[src/rtl/tbt_pkg.sv]
// ============================================================================
//  Module      : tbt_pkg
//  Description : Shared widths, state encoding and word-select helper for the
//                2x2 FP32 matrix streamer family.
//  Revision    : 1.0 - initial release
// ============================================================================
`default_nettype none

package tbt_pkg;

    localparam int WORD_W = 32;
    localparam int N_ELEM = 4;
    localparam int MAT_W  = WORD_W * N_ELEM;

    typedef enum logic [2:0] {
        S_LOAD  = 3'd0,
        S_ISSUE = 3'd1,
        S_WAIT  = 3'd2,
        S_ACK   = 3'd3,
        S_DRAIN = 3'd4
    } state_t;

    // Result words leave MSB-first: index 0 selects [127:96] (r00).
    function automatic logic [WORD_W-1:0] mat_word(input logic [MAT_W-1:0] m,
                                                   input logic [1:0]       idx);
        return m[(N_ELEM - 1 - int'(idx)) * WORD_W +: WORD_W];
    endfunction

endpackage

`default_nettype wire

[src/rtl/tbt_word_serializer.sv]
// ============================================================================
//  Module      : tbt_word_serializer
//  Description : Loads a 128-bit matrix and shifts it out as four 32-bit
//                words over valid/ready, MSB word first, with out_last on
//                the fourth word.
//  Revision    : 1.0 - initial release
// ============================================================================
`default_nettype none

module tbt_word_serializer
    import tbt_pkg::*;
(
    input  logic              clk,
    input  logic              reset,
    input  logic              load,
    input  logic [MAT_W-1:0]  load_data,
    output logic              out_valid,
    input  logic              out_ready,
    output logic [WORD_W-1:0] out_data,
    output logic              out_last
);

    localparam logic [1:0] LAST_IDX = 2'(N_ELEM - 1);

    logic [MAT_W-1:0] r_data;
    logic [1:0]       r_idx;
    logic             r_valid;

    // Capture a new matrix when idle; step one word per accepted beat.
    always_ff @(posedge clk or negedge reset) begin
        if (!reset) begin
            r_data  <= '0;
            r_idx   <= 2'd0;
            r_valid <= 1'b0;
        end else if (load && !r_valid) begin
            r_data  <= load_data;
            r_idx   <= 2'd0;
            r_valid <= 1'b1;
        end else if (r_valid && out_ready) begin
            if (r_idx == LAST_IDX) begin
                r_idx   <= 2'd0;
                r_valid <= 1'b0;
            end else begin
                r_idx <= r_idx + 2'd1;
            end
        end
    end

    // Data is held stable while stalled; zero when nothing is offered.
    always_comb begin
        out_valid = r_valid;
        out_data  = r_valid ? mat_word(r_data, r_idx) : '0;
        out_last  = r_valid && (r_idx == LAST_IDX);
    end

endmodule

`default_nettype wire

[src/rtl/tbt_matrix_streamer.sv]
// ============================================================================
//  Module      : tbt_matrix_streamer
//  Description : Initiator front end for the 2x2 FP32 matrix adder. Packs
//                eight input words into A/B, strobes the engine, completes
//                the result_ready/result_ack handshake and streams the four
//                result words back out.
//  Options     : TMS_TIMEOUT_EN - watchdog over S_WAIT/S_ACK, err pulse and
//                return to S_LOAD after TIMEOUT_CYCLES cycles.
//  Revision    : 1.0 - initial release
// ============================================================================
`default_nettype none

module tbt_matrix_streamer
    import tbt_pkg::*;
#(
    parameter int TIMEOUT_CYCLES = 1024
) (
    input  logic              clk,
    input  logic              reset,
    input  logic              in_valid,
    output logic              in_ready,
    input  logic [WORD_W-1:0] in_data,
    output logic              out_valid,
    input  logic              out_ready,
    output logic [WORD_W-1:0] out_data,
    output logic              out_last,
    output logic              A_stb,
    output logic              B_stb,
    output logic [MAT_W-1:0]  A,
    output logic [MAT_W-1:0]  B,
    input  logic              result_ready,
    output logic              result_ack,
    input  logic [MAT_W-1:0]  result,
    output logic              busy,
    output logic              err
);

    localparam logic [2:0] LAST_SLOT = 3'(2 * N_ELEM - 1);

    state_t           r_state;
    state_t           w_state_nxt;
    logic [2:0]       r_cnt;
    logic [MAT_W-1:0] r_a;
    logic [MAT_W-1:0] r_b;
    logic [MAT_W-1:0] r_result;
    logic             w_in_fire;
    logic             w_ser_load;
    logic             w_drain_done;
    logic             w_timeout;

`ifdef TMS_TIMEOUT_EN
    localparam int TMR_W = $clog2(TIMEOUT_CYCLES) + 1;

    logic [TMR_W-1:0] r_timer;

    assign w_timeout = ((r_state == S_WAIT) || (r_state == S_ACK)) &&
                       (r_timer == TMR_W'(TIMEOUT_CYCLES - 1));

    // Watchdog counts only while the engine owns the transaction.
    always_ff @(posedge clk or negedge reset) begin
        if (!reset) begin
            r_timer <= '0;
        end else if (((r_state == S_WAIT) || (r_state == S_ACK)) && !w_timeout) begin
            r_timer <= r_timer + TMR_W'(1);
        end else begin
            r_timer <= '0;
        end
    end
`else
    logic [31:0] w_unused_timeout;
    assign w_unused_timeout = 32'(TIMEOUT_CYCLES);
    assign w_timeout        = 1'b0;
`endif

    assign w_in_fire    = in_valid && in_ready;
    assign w_drain_done = (r_state == S_DRAIN) && out_valid && out_ready && out_last;

    // State register.
    always_ff @(posedge clk or negedge reset) begin
        if (!reset) begin
            r_state <= S_LOAD;
        end else begin
            r_state <= w_state_nxt;
        end
    end

    // Next-state and per-state handshake outputs.
    always_comb begin
        w_state_nxt = r_state;
        in_ready    = 1'b0;
        A_stb       = 1'b0;
        B_stb       = 1'b0;
        result_ack  = 1'b0;
        w_ser_load  = 1'b0;
        case (r_state)
            S_LOAD: begin
                in_ready = 1'b1;
                if (in_valid && (r_cnt == LAST_SLOT)) begin
                    w_state_nxt = S_ISSUE;
                end
            end
            S_ISSUE: begin
                A_stb       = 1'b1;
                B_stb       = 1'b1;
                w_state_nxt = S_WAIT;
            end
            S_WAIT: begin
                if (w_timeout) begin
                    w_state_nxt = S_LOAD;
                end else if (result_ready) begin
                    w_state_nxt = S_ACK;
                end
            end
            S_ACK: begin
                // Hold ack until the engine drops result_ready, so it is idle
                // again before the next strobe can be issued.
                if (w_timeout) begin
                    w_state_nxt = S_LOAD;
                end else begin
                    result_ack = 1'b1;
                    if (!result_ready) begin
                        w_ser_load  = 1'b1;
                        w_state_nxt = S_DRAIN;
                    end
                end
            end
            S_DRAIN: begin
                if (w_drain_done) begin
                    w_state_nxt = S_LOAD;
                end
            end
            default: begin
                w_state_nxt = S_LOAD;
            end
        endcase
    end

    // Operand slots: words 0-3 fill A, 4-7 fill B, element k at bits k*32.
    always_ff @(posedge clk or negedge reset) begin
        if (!reset) begin
            r_cnt <= 3'd0;
            r_a   <= '0;
            r_b   <= '0;
        end else if (w_in_fire) begin
            if (r_cnt[2]) begin
                r_b[int'(r_cnt[1:0]) * WORD_W +: WORD_W] <= in_data;
            end else begin
                r_a[int'(r_cnt[1:0]) * WORD_W +: WORD_W] <= in_data;
            end
            r_cnt <= (r_cnt == LAST_SLOT) ? 3'd0 : r_cnt + 3'd1;
        end
    end

    // Result capture on the first result_ready seen in S_WAIT.
    always_ff @(posedge clk or negedge reset) begin
        if (!reset) begin
            r_result <= '0;
        end else if ((r_state == S_WAIT) && result_ready && !w_timeout) begin
            r_result <= result;
        end
    end

    tbt_word_serializer u_ser (
        .clk       (clk),
        .reset     (reset),
        .load      (w_ser_load),
        .load_data (r_result),
        .out_valid (out_valid),
        .out_ready (out_ready),
        .out_data  (out_data),
        .out_last  (out_last)
    );

    assign A    = r_a;
    assign B    = r_b;
    assign busy = !((r_state == S_LOAD) && (r_cnt == 3'd0));
    assign err  = w_timeout;

endmodule

`default_nettype wire

[config.mk]
export PLATFORM = sky130hd
export DESIGN_NAME = tbt_matrix_streamer
export DESIGN_NICKNAME = d
export VERILOG_FILES = /design/src/rtl/tbt_pkg.sv /design/src/rtl/tbt_word_serializer.sv /design/src/rtl/tbt_matrix_streamer.sv
export SDC_FILE = /design/constraint.sdc
export NUM_CORES = 1
export LEC_CHECK = 0
export ABC_AREA = 1
export BUFFER_PORTS_ARGS = -buffer_cell sky130_fd_sc_hd__buf_2
export CAP_MARGIN = 30
export CORE_MARGIN = 10
export CORE_UTILIZATION = 55
export DETAILED_ROUTE_END_ITERATION = 10
export GPL_TIMING_DRIVEN = 0
export PLACE_DENSITY = 0.8
export SLEW_MARGIN = 40
export SYNTH_ARGS = -nofsm -noshare
export SYNTH_HDL_FRONTEND = slang
export SYNTH_SLANG_ARGS = --single-unit
[constraint.sdc]
create_clock -name clk -period 2.6 [get_ports clk]
set_input_delay 0.26 -clock clk [delete_from_list [all_inputs] [get_ports clk]]
set_output_delay 0.26 -clock clk [all_outputs]
set_load 0.01 [all_outputs]
Word level (Yosys, flattened, before mapping)
Index checks and enable logic that the tools add are counted.
W data, S select, Z words.
Operators by class
  bitwise gates (word level): 1
  shift-type cells: 3
  eq/ne operators: 10
  reduce and logical (&&, ||, !) cells: 20
  muxes and demuxes: 20
  $add $sub $neg: 4
Operators by type and width (count)
  $bwmux W128: 2
  $shift A32 B33 Y128 const A: 1
  $shiftx A128 B32 Y32: 1
  $shiftx A32 B33 Y128: 1
  $neg A7 Y33: 1
  $mux W32: 1
  $mux W3: 5
  $pmux W3 S5: 1
  $logic_and A1 B1 Y1: 10
  $mux W1: 8
  $ne A2 B2 Y1 const B: 4
  $eq A3 B2 Y1 const B: 2
  $eq A3 B3 Y1 const B: 2
  $logic_not A3 Y1: 2
  $mux W2: 3
  $reduce_and A2 Y1: 3
  $reduce_and A4 Y1: 1
  $reduce_bool A2 Y1: 2
  $add A3 B1 Y3 const B: 1
  $eq A3 B1 Y1 const B: 1
  $sub A2 B2 Y3 const A: 1
  $add A2 B1 Y2 const B: 1
  $eq A2 B2 Y1 const B: 1
  $logic_not A1 Y1: 2
  $not A1 Y1: 1
Storage, ports and cells
  register bits after elaboration: 521
  output and inout bits: 296
  word-level logic and storage cells: 66

Depth between registers and ports, before layout
Gate-level depths: netlist of the first run.
  word-level depth: 6
  gate-level depth with buffers: 11
  gate-level depth less buffers: 7

Cells and area by module
A second synthesis of the first run with hierarchy kept.
Unflattened totals
  cells, all modules: 2733
  area total of the unflattened synthesis: 22789.4 µm²
Modules (own cells, without submodules)
  tbt_matrix_streamer: cells each 1926, area each 16540.9 µm², seq. area each 9759.4 µm², instances 1
  tbt_word_serializer: cells each 807, area each 6248.5 µm², seq. area each 3278.1 µm², instances 1

Worst setup path after synthesis of the first run
Ideal clock, no wire load.
  kind: reg2reg
  start point: reg r_cnt[0]
  end point: reg r_a[12] (netlist: A[12])
  required time: 2483 ps
  cell stages (with the launch flop): 11
  setup time: 117 ps
  arrival time: 2061 ps
  setup slack: 422 ps
  clock period less this slack: 2178 ps
  cells stage by stage: dfrtp_1 -> buf_2 -> clkbuf_1 -> inv_1 -> ha_1 -> clkinv_1 -> nand2_1 -> buf_1 -> nor3_1 -> nand3_1 -> nand2_1
On the way
  word-level cells in the longest chain between the ends: 3
Ends and longest elaborated chain
  start, declared: line tbt_matrix_streamer.sv:42  | logic [2:0] r_cnt;
  start signal, assigned: line tbt_matrix_streamer.sv:150  | r_cnt <= (r_cnt == LAST_SLOT) ? 3'd0 : r_cnt + 3'd1;
  $neg A7 Y33 *: line tbt_matrix_streamer.sv:148  | r_a[int'(r_cnt[1:0]) * WORD_W +: WORD_W] <= in_data;
  $shiftx A32 B33 Y128 or $shift A32 B33 Y128 (tied branches): line tbt_matrix_streamer.sv:148
  $bwmux W128 *: line tbt_matrix_streamer.sv:148
  end signal, assigned by index: line tbt_matrix_streamer.sv:148
  end, declared: line tbt_matrix_streamer.sv:43  | logic [MAT_W-1:0] r_a;
Mark *: on every way between the ends. The rest lies on a longest branch, timed or not.
A chain may end at the register's enable or synchronous reset.

Worst setup path after layout of the first run
  start point: reg u_ser.r_idx[0]
  end point: out out_data[12]
On the way
  word-level cells in the longest chain between the ends: 3
Ends and longest elaborated chain
  start, declared: line tbt_word_serializer.sv:26  | logic [1:0] r_idx;
  start signal, assigned: line tbt_word_serializer.sv:44  | r_idx <= r_idx + 2'd1;
  $sub A2 B2 Y3: line tbt_pkg.sv:26  | return m[(N_ELEM - 1 - int'(idx)) * WORD_W +: WORD_W];
  $shiftx A128 B32 Y32: line tbt_pkg.sv:26
  $mux W32: line tbt_word_serializer.sv:52  | out_data = r_valid ? mat_word(r_data, r_idx) : '0;
  end, declared: line tbt_matrix_streamer.sv:25  | output logic [WORD_W-1:0] out_data,
Every way passes these cells.

==> metrics.txt, run 1 <==
HPWL Detailed 57320 microns; multi-input logic area 0.007268 sq mm; Finished Cell Area 0.02800 sq mm; fin crit period 2.595 ns; Die Span Y 218.3 microns; Final Hold Vio Count 0; Clock Tree Root clkbuf_16; Initial Util 55.84%; die area 0.04766 sq mm; 1st-pass router iterations 6; layout cells sized above 1 21.66%; DRT iter0 DRCs 2651; clk buf depth 3; Area after DPL 0.02478 sq mm; Die X 218.3 microns; I/O pins 461; Slew HR 49.52%; vias per inst 5.570; final worst path period share 99.82%; H-tree levels 2; RSZ-0062 raised after global routing true; synthesis-to-layout area growth 29.44%; Core Region 0.03874 sq mm; Least-Margin Pin Slew 0.7572 ns; commonest non-fill, non-tap cell in the layout nand2_1; post-synthesis sequential area ratio 60.27%; placed instance count 3563; Setup crit end kind output port; GP Congestion 0.9529; fin cells 3796; Post-Syn Area per Cell 8.388 sq um; Worst-Skew Late Latency 0.62 ns; Clk network pwr share 22.9%; global-route wire length before repair 122200 microns; crit-path max cell delay 0.41 ns; # clock sinks 521; vias in the first global route 21170; critical path startpoint category flop; status finished, final reports clean; Reg area 0.01304 sq mm; post-synthesis cell count 2579; Post-Route WL 80380 microns; grt total ovfl 0; CTS tree built; combinational power share 38.8%; PwrDens 1213 mW/mm^2; most numerous cell on the critical path nor2_1; final core occ 72.28%; CP arrival 2.34 ns; Crit Path Max Fanout 10; synth warn 0; Peak VDD IR 0.7989 mV; Final Skew 0.02180 ns; MaxCap Viol Count 0; Worst-path clk slew 0.07 ns; NetSw 0.01403 W; Total Routing Usage GR 33.10%; Synth cell types 24; cts bufs inserted 53; DRT antenna net count 0; final setup margin 0.004724 ns; family with the most delay on the worst path buffers and inverters; Seq cells post-synth 521; initial antenna violation count 4; Final nets 3401; Post-Syn Nets 2750; Buffers & Inverters on Critical Path 3; dpl ws -0.4753 ns; crit path kind flop to output port; row count 72; Pint 0.01992 W; LEAKAGE 15.75 nW; fillers 2833; drt wl/cell 21.17 microns; Port Buf Inserts 459; Slew Limit Fails 0; Max Fclk 385.3 MHz; min-delay worst type primary input to flop; largest net degree at the start of global routing 78; Worst Path Required 2.34 ns; commonest cells after routing, fill and taps aside nand2_1, buf_2, dfrtp_1, nor2_1, inv_1; CP Cell Sequence buf_4, clkbuf_4, nor2_1, nor2_1, o21ai_1, a21oi_2, buf_2; final setup fails 0; DR vias 21140; synthesized area 0.02163 sq mm; sw frac 41.33%; slowest stage cell, crit path dfrtp_1; Flop pwr share 38.3%; Residual DRC 0
## routing by layer
layer  up-vias  wire (microns)  GRT usage [%]
met2      1301           36460          50.59
met3       271            8551          9.088
met1     10210           30490          42.26
met5         -              23              0
li1       9355               -              -
met4         4            4857          18.10
## worst reg2reg max path: cells and delay by family (launching register included)
| kind | cells | cell delay [ns] |
|---|---|---|
| buffers and inverters | 5 | 1.17 |
| flip-flops | 1 | 0.41 |
| adder cells (fa/ha/maj) | 1 | 0.21 |
| AND/OR/NAND/NOR | 4 | 0.65 |
## state kept, by name, summed over array words and instances (netlist names)
register and cells:
u_ser.out_valid 1, B 128, r_state 3, r_result 128, r_cnt 3, u_ser.r_data 128, u_ser.r_idx 2, A 128
## cell families after synthesis
| logic type | Yosys count | share of synthesized area (%) |
|---|---|---|
| AO/OA/AOI/OAI | 357 | 8.277 |
| other | 1 | 0.01734 |
| flip-flops | 521 | 60.27 |
| AND/OR/NAND/NOR | 1358 | 24.63 |
| buffers and inverters | 336 | 6.455 |
| adder cells (fa/ha/maj) | 6 | 0.3470 |
## power by group through the flow
stage                     logic [W]  clock network, W  registers [W]
after floorplan             0.00657                 0         0.0132
after global placement       0.0118                 0         0.0128
after detailed placement     0.0123                 0         0.0129
after CTS                    0.0127           0.00778         0.0129
after global routing         0.0144           0.00815         0.0133
final                        0.0132           0.00778         0.0130
## worst paths after layout
| check | start | endpoint | slack, ns | depth (start not counted) |
|---|---|---|---|---|
| max | u_ser.r_idx[0] | out_data[12] | 0.005 | 7 |
| min | in_data[26] | A[26] | 0.03 | 5 |
| max reg2reg | r_cnt[0] | A[100] | 0.06 | 10 |
| min reg2reg | A[39] | A[39] | 0.46 | 2 |
| max in group asynchronous | reset | A[89] | 0.94 | 5 |
| min in group asynchronous | reset | r_result[123] | 0.17 | 2 |
## repair_timing
action / CTS / global route
gates resized for setup: 31 / 43
buffers inserted: 1 / 0
hold endpoints to repair: 192 / 0
pin swaps: 1 / 4
hold buffers: 130 / 0
setup endpoints to repair: 273 / 68
## final cells by class
cell class | count | share of cell area [%]
flip-flops and latches | 521 | 46.57
multi-input cells | 1722 | 25.96
diodes | 5 | 0.04469
plain buffers | 157 | 2.838
inverters | 178 | 2.386
well taps | 518 | 2.315
clock inverters | 19 | 0.8088
clock buffers | 79 | 5.479
repair buffers | 597 | 13.60
## Yosys cell counts (all sizes together)
| cell type | count | area (sq um) |
|---|---|---|
| buf | 108 | 540.5 |
| a21oi | 159 | 795.8 |
| nand4 | 3 | 25.02 |
| conb | 1 | 3.750 |
| o21ai | 197 | 986.0 |
| dfrtp | 521 | 13040 |
| nand2 | 911 | 3422 |
| clkbuf | 50 | 187.7 |
| nand3 | 44 | 225.2 |
| clkinv | 2 | 7.510 |
| nor3 | 98 | 490.5 |
| nor2 | 302 | 1166 |
| ha | 6 | 75.07 |
| a31o | 1 | 8.760 |
| inv | 176 | 660.6 |
## through the flow
stage / hold WS [ns] / setup TNS, ns / power (W)
global route: 0.03637 / -0.2218 / 0.03578
CTS: 0.008364 / 0 / 0.03332
global placement: 0.4499 / -4644.56 / 0.02467
finish: 0.02690 / 0 / 0.03395
floorplan: -0.03559 / 0 / 0.01975
detailed placement: 0.2200 / -63.66 / 0.02521
No activity file was read; power rests on OpenSTA's default activity.
==> inputs of run 2 (changes only) <==
--- a/config.mk
+++ b/config.mk
@@ -18,2 +18,3 @@
 export SYNTH_HDL_FRONTEND = slang
 export SYNTH_SLANG_ARGS = --single-unit
+export TNS_END_PERCENT = 5
==> constraint.sdc (replaced) <==
create_clock -name clk -period 2.6 [get_ports clk]
set_input_delay 0.52 -clock clk [delete_from_list [all_inputs] [get_ports clk]]
set_output_delay 0.52 -clock clk [all_outputs]
set_load 0.01 [all_outputs]
==> metrics.txt, run 2 (same netlist as run 1, synthesis figures left out) <==
status finished with violations; failing checks setup timing; combinational power share 38.9%; Crit Path Max Fanout 10; Slew HR 50.75%; R2R Setup Slk 0.09 ns; fillers 3039; final setup margin -0.03500 ns; Setup TNS -0.06092 ns; die area 0.04766 sq mm; # clock sinks 521; clk buf depth 3; DR vias 20040; Clk network pwr share 22.8%; slowest stage cell, crit path dfrtp_2; vias in the first global route 20070; vias per inst 5.460; layout cells sized above 1 23.29%; grt total ovfl 0; final worst path period share 101.3%; Pint 0.02004 W; 1st-pass router iterations 6; NetSw 0.01384 W; Flop pwr share 38.3%; Worst-Skew Late Latency 0.61 ns; Final nets 3279; Core Region 0.03874 sq mm; Setup crit end kind output port; PwrDens 1260 mW/mm^2; Final Hold Vio Count 0; GP Congestion 0.9529; min-delay worst type primary input to flop; placed instance count 3563; Max Fclk 379.5 MHz; CP arrival 2.12 ns; critical path startpoint category flop; HPWL Detailed 57320 microns; H-tree levels 2; RSZ-0062 raised after global routing true; commonest non-fill, non-tap cell in the layout nand2_1; DRT iter0 DRCs 2398; Die Span Y 218.3 microns; synthesis-to-layout area growth 24.30%; cell count of the worst reg-to-reg path 10; Die X 218.3 microns; MaxCap Viol Count 0; I/O pins 461; Total Routing Usage GR 31.09%; sw frac 40.85%; DRT antenna net count 0; crit-path max cell delay 0.47 ns; Port Buf Inserts 459; final setup fails 5; Worst Path Required 2.08 ns; Worst-path clk slew 0.06 ns; Residual DRC 0; fin crit period 2.635 ns; initial antenna violation count 2; Clock Tree Root clkbuf_16; CTS tree built; Least-Margin Pin Slew 0.7387 ns; largest net degree at the start of global routing 78; Min Hold Slack 0.1517 ns; Post-Route WL 75370 microns; Peak VDD IR 0.7585 mV; Initial Util 55.84%; row count 72; CP Cell Sequence clkbuf_4, nor2_1, o21ai_0, a21oi_1, buf_2; LEAKAGE 15.28 nW; hold depth 3; drt wl/cell 20.53 microns; global-route wire length before repair 115200 microns; overall power 0.03389 W; commonest cells after routing, fill and taps aside nand2_1, buf_2, dfrtp_1, nor2_1, inv_1; fin cells 3671; crit path kind flop to output port; final core occ 69.42%; cts bufs inserted 53; Slew Limit Fails 0; Final Skew 0.01867 ns
## run 2: changes by cell type in the layout (fill, tap and decap cells not counted), moves of 5 or more
cell	previous run	this run
nor2_2	7	12
o21ai_0	86	55
o21ai_1	111	133
buf_4	6	12
nor3_2	5	0
o21ai_2	0	9
a21oi_1	151	145
nor3_1	93	98
dlygate4sd3_1	130	1
nor2_1	292	287
a21oi_2	8	14
buf_6	0	6
## run 2: path summary, 6_finish.rpt
kind | to | startpoint
worst max-delay path | out_data[3] | u_ser.r_idx[1]
worst min-delay path | r_result[121] | result[121]
worst max register to register | A[28] | r_cnt[0]
worst min register to register | A[39] | A[39]
max in group asynchronous | B[93] | reset
min in group asynchronous | r_result[123] | reset
## run 2: power by group through the flow
stage                     combinational [W]  clock (W)  sequential (W)
after detailed placement             0.0123          0          0.0129
after CTS                            0.0128    0.00778          0.0129
after floorplan                     0.00657          0          0.0132
after global routing                 0.0144    0.00814          0.0133
final                                0.0132    0.00773          0.0130
after global placement               0.0118          0          0.0128
## run 2: final cells by class
class	instances	area, sq um	share of cell area [%]
sequential	521	13040	48.49
timing repair buffer	475	2567	9.548
clock inverter	19	226.5	0.8422
clock buffer	79	1534	5.705
multi-input combinational	1722	7317	27.21
tap	518	648.1	2.410
buffer	157	879.6	3.271
inverter	178	671.9	2.499
antenna	2	5.005	0.01861
## run 2: repair_timing
| item | CTS | global route |
|---|---|---|
| hold buffers | 1 | 0 |
| endpoints found under the hold margin | 60 | 0 |
| gates cloned | 1 | 0 |
| buffers inserted | 5 | 2 |
| endpoints found under the setup margin | 273 | 90 |
| pin swaps | 12 | 9 |
| gates resized for setup | 100 | 38 |
## run 2: routing by layer
metal  share of wire [%]  global-route usage (%)
met3                 9.6                   8.135
met4                 5.2                   14.49
met5                   0                       0
met2                  45                   47.24
met1                  40                   41.20
## run 2: stage by stage
step                      setup slack, ns  area, sq um
after floorplan                    0.2840        21630
after global placement             -9.138        24580
after detailed placement          -0.4753        24780
after CTS                        -0.03776        26800
after global routing             -0.06027        26890
final                            -0.03500        26890
## run 2: critical path: cells and delay by family (launching register included)
kind | cells | cell delay, ns
compound gates | 2 | 0.44
flops | 1 | 0.47
buf+inv | 2 | 0.42
simple gates | 1 | 0.18
